$ cat src/rtl/fp_norm_pkg.sv
// Shared constants and payload type for the floating-point normaliser datapath.
package fp_norm_pkg;

  localparam int MANT_W_SP = 24;
  localparam int EXP_W_SP  = 8;
  localparam int MANT_W_DP = 53;
  localparam int EXP_W_DP  = 11;
  localparam int SH_W_SP   = $clog2(MANT_W_SP + 1);
  localparam int SH_W_DP   = $clog2(MANT_W_DP + 1);

  // Stage payload at single-precision widths; parametrised users mirror this shape.
  typedef struct packed {
    logic                 sign;
    logic [EXP_W_SP-1:0]  exp;
    logic [MANT_W_SP-1:0] mant;
    logic [SH_W_SP-1:0]   lzc;
  } norm_payload_sp_t;

  function automatic int max_w(input int a, input int b);
    return (a > b) ? a : b;
  endfunction

endpackage

$ cat src/rtl/fp_lzc.sv
// Combinational leading-zero counter; lzc_o = MANT_W and zero_o = 1 for an all-zero input.
module fp_lzc #(
  parameter int MANT_W = 24,
  parameter int SH_W   = $clog2(MANT_W + 1)
) (
  input  logic [MANT_W-1:0] mant_i,
  output logic [SH_W-1:0]   lzc_o,
  output logic              zero_o
);

  logic [SH_W-1:0] lzc_s;
  logic            found_s;

  // Scan from the MSB; the first set bit fixes the count.
  always_comb begin
    lzc_s   = SH_W'(MANT_W);
    found_s = 1'b0;
    for (int i = MANT_W - 1; i >= 0; i--) begin
      lzc_s   = (!found_s && mant_i[i]) ? SH_W'(MANT_W - 1 - i) : lzc_s;
      found_s = found_s || mant_i[i];
    end
  end

  assign lzc_o  = lzc_s;
  assign zero_o = ~found_s;

endmodule

$ cat src/rtl/fp_normalize_pipe.sv
// Two-stage mantissa normaliser with valid/ready backpressure and underflow clamping.
// Define FP_NORM_UFLOW_CNT_EN to add the saturating uflow_cnt output.
module fp_normalize_pipe
  import fp_norm_pkg::*;
#(
  parameter int MANT_W = MANT_W_SP,
  parameter int EXP_W  = EXP_W_SP,
  parameter int SH_W   = $clog2(MANT_W + 1)
) (
  input  logic              clk,
  input  logic              rst_n,
  input  logic              in_valid,
  output logic              in_ready,
  input  logic              in_sign,
  input  logic [EXP_W-1:0]  in_exp,
  input  logic [MANT_W-1:0] in_mant,
  output logic              out_valid,
  input  logic              out_ready,
  output logic              out_sign,
  output logic [EXP_W-1:0]  out_exp,
  output logic [MANT_W-1:0] out_mant,
  output logic              out_zero,
  output logic              out_uflow
`ifdef FP_NORM_UFLOW_CNT_EN
  ,
  output logic [15:0]       uflow_cnt
`endif
);

  localparam int CMP_W = max_w(EXP_W, SH_W);

  typedef struct packed {
    logic              sign;
    logic [EXP_W-1:0]  exp;
    logic [MANT_W-1:0] mant;
    logic [SH_W-1:0]   lzc;
  } payload_t;

  payload_t          s1_q, s1_d;
  logic              s1_valid_q, s1_valid_d;
  logic              s1_zero_q, s1_zero_d;
  logic              adv1_s, adv2_s;
  logic [SH_W-1:0]   lzc_s;
  logic              lzc_zero_s;

  logic              out_valid_q, out_valid_d;
  logic              out_sign_q, out_sign_d;
  logic [EXP_W-1:0]  out_exp_q, out_exp_d;
  logic [MANT_W-1:0] out_mant_q, out_mant_d;
  logic              out_zero_q, out_zero_d;
  logic              out_uflow_q, out_uflow_d;

  logic [CMP_W-1:0]  exp_c_s, lzc_c_s;
  logic [SH_W-1:0]   shift_s;
  logic [EXP_W-1:0]  n_exp_s;
  logic              n_zero_s, n_uflow_s;

  fp_lzc #(.MANT_W(MANT_W), .SH_W(SH_W)) u_lzc (
    .mant_i (in_mant),
    .lzc_o  (lzc_s),
    .zero_o (lzc_zero_s)
  );

  // Ready is derived from stage occupancy only, never from in_valid.
  assign adv2_s   = !out_valid_q || out_ready;
  assign adv1_s   = !s1_valid_q || adv2_s;
  assign in_ready = adv1_s;

  // Stage 1 next state: capture the input beat and its leading-zero count.
  always_comb begin
    s1_valid_d = s1_valid_q;
    s1_d       = s1_q;
    s1_zero_d  = s1_zero_q;
    if (adv1_s) begin
      s1_valid_d = in_valid;
      if (in_valid) begin
        s1_d.sign = in_sign;
        s1_d.exp  = in_exp;
        s1_d.mant = in_mant;
        s1_d.lzc  = lzc_s;
        s1_zero_d = lzc_zero_s;
      end else begin
        s1_d      = s1_q;
        s1_zero_d = s1_zero_q;
      end
    end else begin
      s1_valid_d = s1_valid_q;
    end
  end

  // Shift amount and exponent adjust; the clamp case stops at exponent 1 (stored as 0).
  always_comb begin
    exp_c_s   = CMP_W'(s1_q.exp);
    lzc_c_s   = CMP_W'(s1_q.lzc);
    shift_s   = '0;
    n_exp_s   = '0;
    n_zero_s  = 1'b0;
    n_uflow_s = 1'b0;
    if (s1_zero_q) begin
      n_zero_s = 1'b1;
    end else if (exp_c_s > lzc_c_s) begin
      shift_s = s1_q.lzc;
      n_exp_s = EXP_W'(exp_c_s - lzc_c_s);
    end else if (s1_q.exp != '0) begin
      shift_s   = SH_W'(exp_c_s - CMP_W'(1'b1));
      n_uflow_s = 1'b1;
    end else begin
      n_uflow_s = ~s1_q.mant[MANT_W-1];
    end
  end

  // Stage 2 next state: load results when the output slot is free or being drained.
  always_comb begin
    out_valid_d = out_valid_q;
    out_sign_d  = out_sign_q;
    out_exp_d   = out_exp_q;
    out_mant_d  = out_mant_q;
    out_zero_d  = out_zero_q;
    out_uflow_d = out_uflow_q;
    if (adv2_s) begin
      out_valid_d = s1_valid_q;
      if (s1_valid_q) begin
        out_sign_d  = s1_q.sign;
        out_exp_d   = n_exp_s;
        out_mant_d  = s1_q.mant << shift_s;
        out_zero_d  = n_zero_s;
        out_uflow_d = n_uflow_s;
      end else begin
        out_mant_d  = out_mant_q;
      end
    end else begin
      out_valid_d = out_valid_q;
    end
  end

  // Pipeline registers.
  always_ff @(posedge clk or negedge rst_n) begin
    if (!rst_n) begin
      s1_valid_q  <= 1'b0;
      s1_q        <= '0;
      s1_zero_q   <= 1'b0;
      out_valid_q <= 1'b0;
      out_sign_q  <= 1'b0;
      out_exp_q   <= '0;
      out_mant_q  <= '0;
      out_zero_q  <= 1'b0;
      out_uflow_q <= 1'b0;
    end else begin
      s1_valid_q  <= s1_valid_d;
      s1_q        <= s1_d;
      s1_zero_q   <= s1_zero_d;
      out_valid_q <= out_valid_d;
      out_sign_q  <= out_sign_d;
      out_exp_q   <= out_exp_d;
      out_mant_q  <= out_mant_d;
      out_zero_q  <= out_zero_d;
      out_uflow_q <= out_uflow_d;
    end
  end

  assign out_valid = out_valid_q;
  assign out_sign  = out_sign_q;
  assign out_exp   = out_exp_q;
  assign out_mant  = out_mant_q;
  assign out_zero  = out_zero_q;
  assign out_uflow = out_uflow_q;

`ifdef FP_NORM_UFLOW_CNT_EN
  logic [15:0] uflow_cnt_q, uflow_cnt_d;

  // Saturating count of delivered underflow results.
  always_comb begin
    uflow_cnt_d = uflow_cnt_q;
    if (out_valid_q && out_ready && out_uflow_q && (uflow_cnt_q != 16'hFFFF)) begin
      uflow_cnt_d = uflow_cnt_q + 16'd1;
    end else begin
      uflow_cnt_d = uflow_cnt_q;
    end
  end

  // Counter register.
  always_ff @(posedge clk or negedge rst_n) begin
    if (!rst_n) begin
      uflow_cnt_q <= 16'd0;
    end else begin
      uflow_cnt_q <= uflow_cnt_d;
    end
  end

  assign uflow_cnt = uflow_cnt_q;
`endif

endmodule

$ cat config.mk
export PLATFORM = sky130hd
export DESIGN_NAME = fp_normalize_pipe
export DESIGN_NICKNAME = d
export VERILOG_FILES = /design/src/rtl/fp_norm_pkg.sv /design/src/rtl/fp_lzc.sv /design/src/rtl/fp_normalize_pipe.sv
export SDC_FILE = /design/constraint.sdc
export NUM_CORES = 1
export LEC_CHECK = 0
export CAP_MARGIN = 40
export CORE_UTILIZATION = 59
export DETAILED_ROUTE_END_ITERATION = 7
export GPL_TIMING_DRIVEN = 0
export HOLD_SLACK_MARGIN = 0.05
export PLACE_DENSITY = 0.86
export SLEW_MARGIN = 20
export SYNTH_ARGS = -nofsm -noshare
export SYNTH_HDL_FRONTEND = slang
export SYNTH_SLANG_ARGS = --single-unit
$ cat constraint.sdc
create_clock -name clk -period 4.9 [get_ports clk]
set_input_delay 0.98 -clock clk [delete_from_list [all_inputs] [get_ports clk]]
set_output_delay 0.98 -clock clk [all_outputs]
set_load 0.02 [all_outputs]
; Yosys cells after proc, flatten, opt, wreduce, memory -nomap -nowiden
; Cells that the tools add are included.
; Widths: inputs -> output; s select.
[op_classes]
n_shift = 1
n_reduce_logical = 76
order_cmp = 1
addsub = 2
bitwise_logic = 2
mux = 33
[op_table]
columns = op, count
row1 = $mux 5, 27
row2 = $logic_not 1->1, 25
row3 = $logic_or 1x1->1, 25
row4 = $shl 24x5->24, 1
row5 = $logic_and 1x1->1, 23
row6 = $mux 8, 2
row7 = $gt 8x5->1, 1
row8 = $reduce_bool 8->1, 1
row9 = $sub 8x5->8, 1
row10 = $sub 5x1->5 const B, 1
row11 = $mux 1, 4
row12 = $reduce_and 2->1, 2
row13 = $not 1->1, 2
[totals]
regBits = 76
in_bits = 37
wordCells = 127
out_inout_bits = 37

; Depth between registers and ports, before layout
[depth]
ltp_word = 25
depth_mapped = 14
ltp_nobuf = 12

; Hierarchy
; A second synthesis with hierarchy kept.
[unflattened]
cells_unflattened = 511
hier_area_um2 = 4924.7
[modules_own_cells]
columns = module, seq_area_each_um2, n_inst, cells_per_inst, area_per_inst_um2
row1 = fp_normalize_pipe, 1901.8, 1, 461, 4613.2
row2 = fp_lzc, 0.0, 1, 50, 311.5

; Worst setup path after synthesis
; Ideal clock, no wire load.
[synth_path]
path_kind = register to register
startpoint = register s1_q (netlist bit exp_c_s[0])
endpoint = register out_mant_q[17], in the netlist out_mant[17]
period_less_slack_ns = 3.382
required_time_ns = 4.766
stages_incl_launch_ff = 14
slack_ns = 1.518
arrival_time_ns = 3.248
cell_sequence = dfrtp_1 -> inv_1 -> ha_1 -> inv_1 -> fa_1 -> a21o_1 -> a211oi_1 -> o2111ai_1 -> nand2_4 -> buf_6 -> mux2_4 -> mux4_2 -> a222oi_1 -> o21ai_1
[synth_via]
elab_chain_cells = 5
[synth_lines]
columns = item, line
row1 = "start, declared", fp_normalize_pipe.sv:39  ; payload_t s1_q, s1_d;
row2 = "start signal, assigned", fp_normalize_pipe.sv:140  ; s1_q <= '0;
row3 = "start signal, assigned", fp_normalize_pipe.sv:150  ; s1_q <= s1_d;
row4 = $sub 5x1->5 or $reduce_bool 8->1 (tied branches), "fp_normalize_pipe.sv:105, fp_normalize_pipe.sv:104"
row5 = $mux 5, fp_normalize_pipe.sv:104  ; end else if (s1_q.exp != '0) begin
row6 = $mux 5 (*), fp_normalize_pipe.sv:101  ; end else if (exp_c_s > lzc_c_s) begin
row7 = $mux 5 (*), fp_normalize_pipe.sv:99  ; if (s1_zero_q) begin
row8 = $shl 24x5->24 (*), fp_normalize_pipe.sv:125  ; out_mant_d = s1_q.mant << shift_s;
row9 = "end signal, assigned", fp_normalize_pipe.sv:155  ; out_mant_q <= out_mant_d;
row10 = "end, declared", fp_normalize_pipe.sv:49  ; logic [MANT_W-1:0] out_mant_q, out_mant_d;
; Every way passes the cells marked *; elsewhere a longest branch is shown, timed or not.
; A chain may end at the register's enable or synchronous reset.

; Worst setup path after layout
[layout_path]
startpoint = register s1_q (netlist bit exp_c_s[0])
endpoint = register out_mant_q[14], in the netlist out_mant[14]
; The elaborated chain is that of the path after synthesis.

==> summary.md <==
| Metric | Value |
|---|---|
| Number of remaining DRC errors | 0 |
| Post-synth top area share | around two fifths |
| Worst Path Max Fanout | 10 |
| Req. time, crit path | roughly 5 ns |
| Pleak | 2.54 nW |
| Area leader, netlist | dfrtp_1 |
| Top post-synthesis cells by count | dfrtp_1 (76), nand2_1 (57), mux2_2 (36) |
| Syn nets | about 560 |
| Skew-Pair Late Insertion Delay | 0.36 ns |
| DR WL/cell | 21.0 µm |
| Total track usage | 35.6% |
| Num CTS Buffers | 9 |
| Slew Limit Headroom | 45.3% |
| Crit path DAT | roughly 4.3 ns |
| Post-Syn Area per Cell | roughly 9.6 µm² |
| Routability cong. | between 0.9 and 1 |
| Setup TNS | 0 ns |
| Antenna violations before repair | 0 |
| Pin count of the biggest net entering global routing | 43 |
| Final Max Tran Viols | 0 |
| Most common cell in the synthesized netlist | dfrtp_1 |
| Die Wd | roughly 93 µm |
| Critical-path cell list | inv_1 -> ha_1 -> inv_1 -> fa_1 -> a21o_1 -> a211oi_1 -> o2111ai_1 -> o21ai_0 -> clkbuf_1 -> a21oi_1 -> a22oi_1 -> mux2i_1 -> o311ai_1 |
| Final wirelength | approximately 15000 µm |
| Min-Delay Path Class | flop to flop |
| Number of global-route vias before repair | between 4000 and 5000 |
| Power Total | approximately 0.0026 W |
| First-pass GRT wire length | 23600 µm |
| Reg2reg setup slack | about 0.84 ns |
| Cell Area, Synth | ~0.005 mm² |
| Crit-path max cell delay | roughly 0.51 ns |
| Fraction of registers with async set/reset | 100% |
| Cell area power density | approximately 430 mW/mm² |
| N_diodes | 0 |
| Max VDD drop | between 0.2 and 0.25 mV |
| Largest cells by area after synthesis | dfrtp_1 (39%), mux2_2 (8.2%), mux2i_1 (6.9%) |
| DR iter-0 viols | approximately 440 |
| Syn. warnings | 0 |
| Cell Area, Placed | 0.00581 mm² |
| Clk root buf | clkbuf_8 |
| Initial Util | between 60% and 70% |
| RSZ-0062 raised after global routing | false |
| Min Tclk post-route | between 4 and 5 ns |
| Mapped Cells | 513 |
| Layout area overhead | 22.0% |
| Buf+Inv Stages, Crit Path | 3 |
| Worst setup margin | between 0.8 and 0.9 ns |
| Die ar. | between 0.008 and 0.009 mm² |
| F_max | roughly 250 MHz |
| Crit Path Category | flop to flop |
| Part of the Yosys area used for sequential elements | about 39% |
| Global route overflow | 0 |
| Setup crit end kind | flop |
| Post-CTS resize count | 0 |
| Final setup skew | just under 0.009 ns |
| Cts hold-fix bufs | 0 |
| Hold slack | 0.490 ns |
| Clock Pin Slew Worst Setup and Hold Paths | approximately 0.090 ns |
| Clock sink total | 76 |
| Critical-path top delay cell | clkbuf_1 |
| H-tree levels | 3 |
| Antenna viol nets, final | 0 |
| Buffers on Ports | 73 |
| Post-CTS setup buffer count | 0 |
| Setup violators final | 0 |
| TritonRoute pass-1 iters | 7 |
| Via-per-instance ratio | 6.70 |
| Distinct cells, synth | 75 |
| FP Rows | 32 |
| Clock buffer depth | 2 |
| Fin crit share | between 80% and 90% |
| # nets final | ~640 |
| HPWL after DPL | ~12000 µm |
| Die height | about 93 µm |
| Ports | 74 |
| Synth Flop Type | dfrtp_1 |
| Worst path most repeated cell | inv_1 |
| Share of layout cells above drive strength 1 | 12.7% |
| Worst slew pin tran | approximately 0.81 ns |
| Vias post-DR | 4728 |
| CTS tree | built |
| #FFs+latches synth | 76 |
| CP Launch Type | flop |
| Status | completed |
| CP delay by family, top | compound AO/OA/AOI/OAI gates |
| Post-route cell area | about 0.0060 mm² |
| Post-synth EDFFs | 0 |
| Count of final hold-check violations | 0 |
| Core Box Area | between 0.007 and 0.008 mm² |
| Post-place setup slack | approximately 0.94 ns |
| Max-cap violations | 0 |
## layer usage
layer | vias up | part of all wire [%] | track usage (%)
li1 | 2121 | - | -
met1 | 2268 | 41 | 47.8
met2 | 286 | 47 | 57.8
met3 | 53 | 8.3 | 5.12
met4 | 0 | 3.1 | 14.6
met5 | - | 0 | 0
## worst register-to-register path, stage by stage (launching register included)
cell and delay [ns]:
dfrtp_1 0.44, inv_1 0.15, ha_1 0.16, inv_1 0.06, fa_1 0.42, a21o_1 0.19, a211oi_1 0.49, o2111ai_1 0.22
o21ai_0 0.17, clkbuf_1 0.51, a21oi_1 0.16, a22oi_1 0.43, mux2i_1 0.24, o311ai_1 0.31
## sequential cells by signal, summed over array words and instances (netlist names), 5 cells and up
register	cells
out_mant	24
exp_c_s	8
s1_q	25
lzc_c_s	5
out_exp	8
## power by group
group	switching (W)	internal, W
Combinational	0.000656	0.000535
Clock	0.000267	0.000243
Sequential	0.000129	0.000776
## placed cells by master, fill, tap and decap left out, drive strengths merged, types with 4 or more instances in the layout
cell type / netlist / routed
ha: 7 / 7
a22o: 14 / 14
mux2: 38 / 38
dfrtp: 76 / 76
clkdlybuf4s50: 0 / 72
a32oi: 5 / 5
a21oi: 23 / 23
nor4: 6 / 6
nand3: 8 / 8
xor2: 4 / 4
o21ai: 27 / 27
a22oi: 10 / 10
nor2: 30 / 30
a31oi: 5 / 5
o211ai: 4 / 4
and2: 6 / 6
o22ai: 4 / 4
nand2b: 4 / 4
clkbuf: 15 / 25
a21o: 6 / 6
nand2: 59 / 59
nor3: 20 / 20
xnor2: 5 / 5
nand4: 4 / 4
mux2i: 35 / 35
a211oi: 10 / 10
nor2b: 4 / 4
inv: 21 / 24
buf: 12 / 14
## kinds of logic after synthesis
kind of cell / share of synthesized area (%)
mux: 16.6
fa+ha+maj: 2.18
buf+inv: 4.21
simple gates: 15.4
xor+xnor: 1.60
compound gates: 21.5
flops: 38.5
## through the flow
step                      util [%]  instances
after global placement        73.4        688
final                         76.3        706
after detailed placement      73.7        689
after CTS                     76.3        705
after floorplan                  -        513
after global routing          76.3        706
## area by class of cell
cell class                      instances  area [µm²]
Buffer                                 27         129
Clock buffer                            9         124
Clock inverter                          7        82.6
Fill cell                             540        1870
Inverter                               21        78.8
Multi-Input combinational cell        389        2820
Sequential cell                        76        1900
Tap cell                              102         128
Timing Repair Buffer                   75         753
## path summary, 6_finish.rpt
kind,startpoint,end,cells past startpoint
worst min register to register,out_exp[3],out_exp[3],2
worst max-delay path,exp_c_s[0],out_mant[14],13
max in group asynchronous,rst_n,s1_q[16],2
worst max register to register,exp_c_s[0],out_mant[14],13
min in group asynchronous,rst_n,out_exp[3],1
worst min-delay path,out_exp[3],out_exp[3],2
Note: power is estimated with default switching activity, not from simulation.
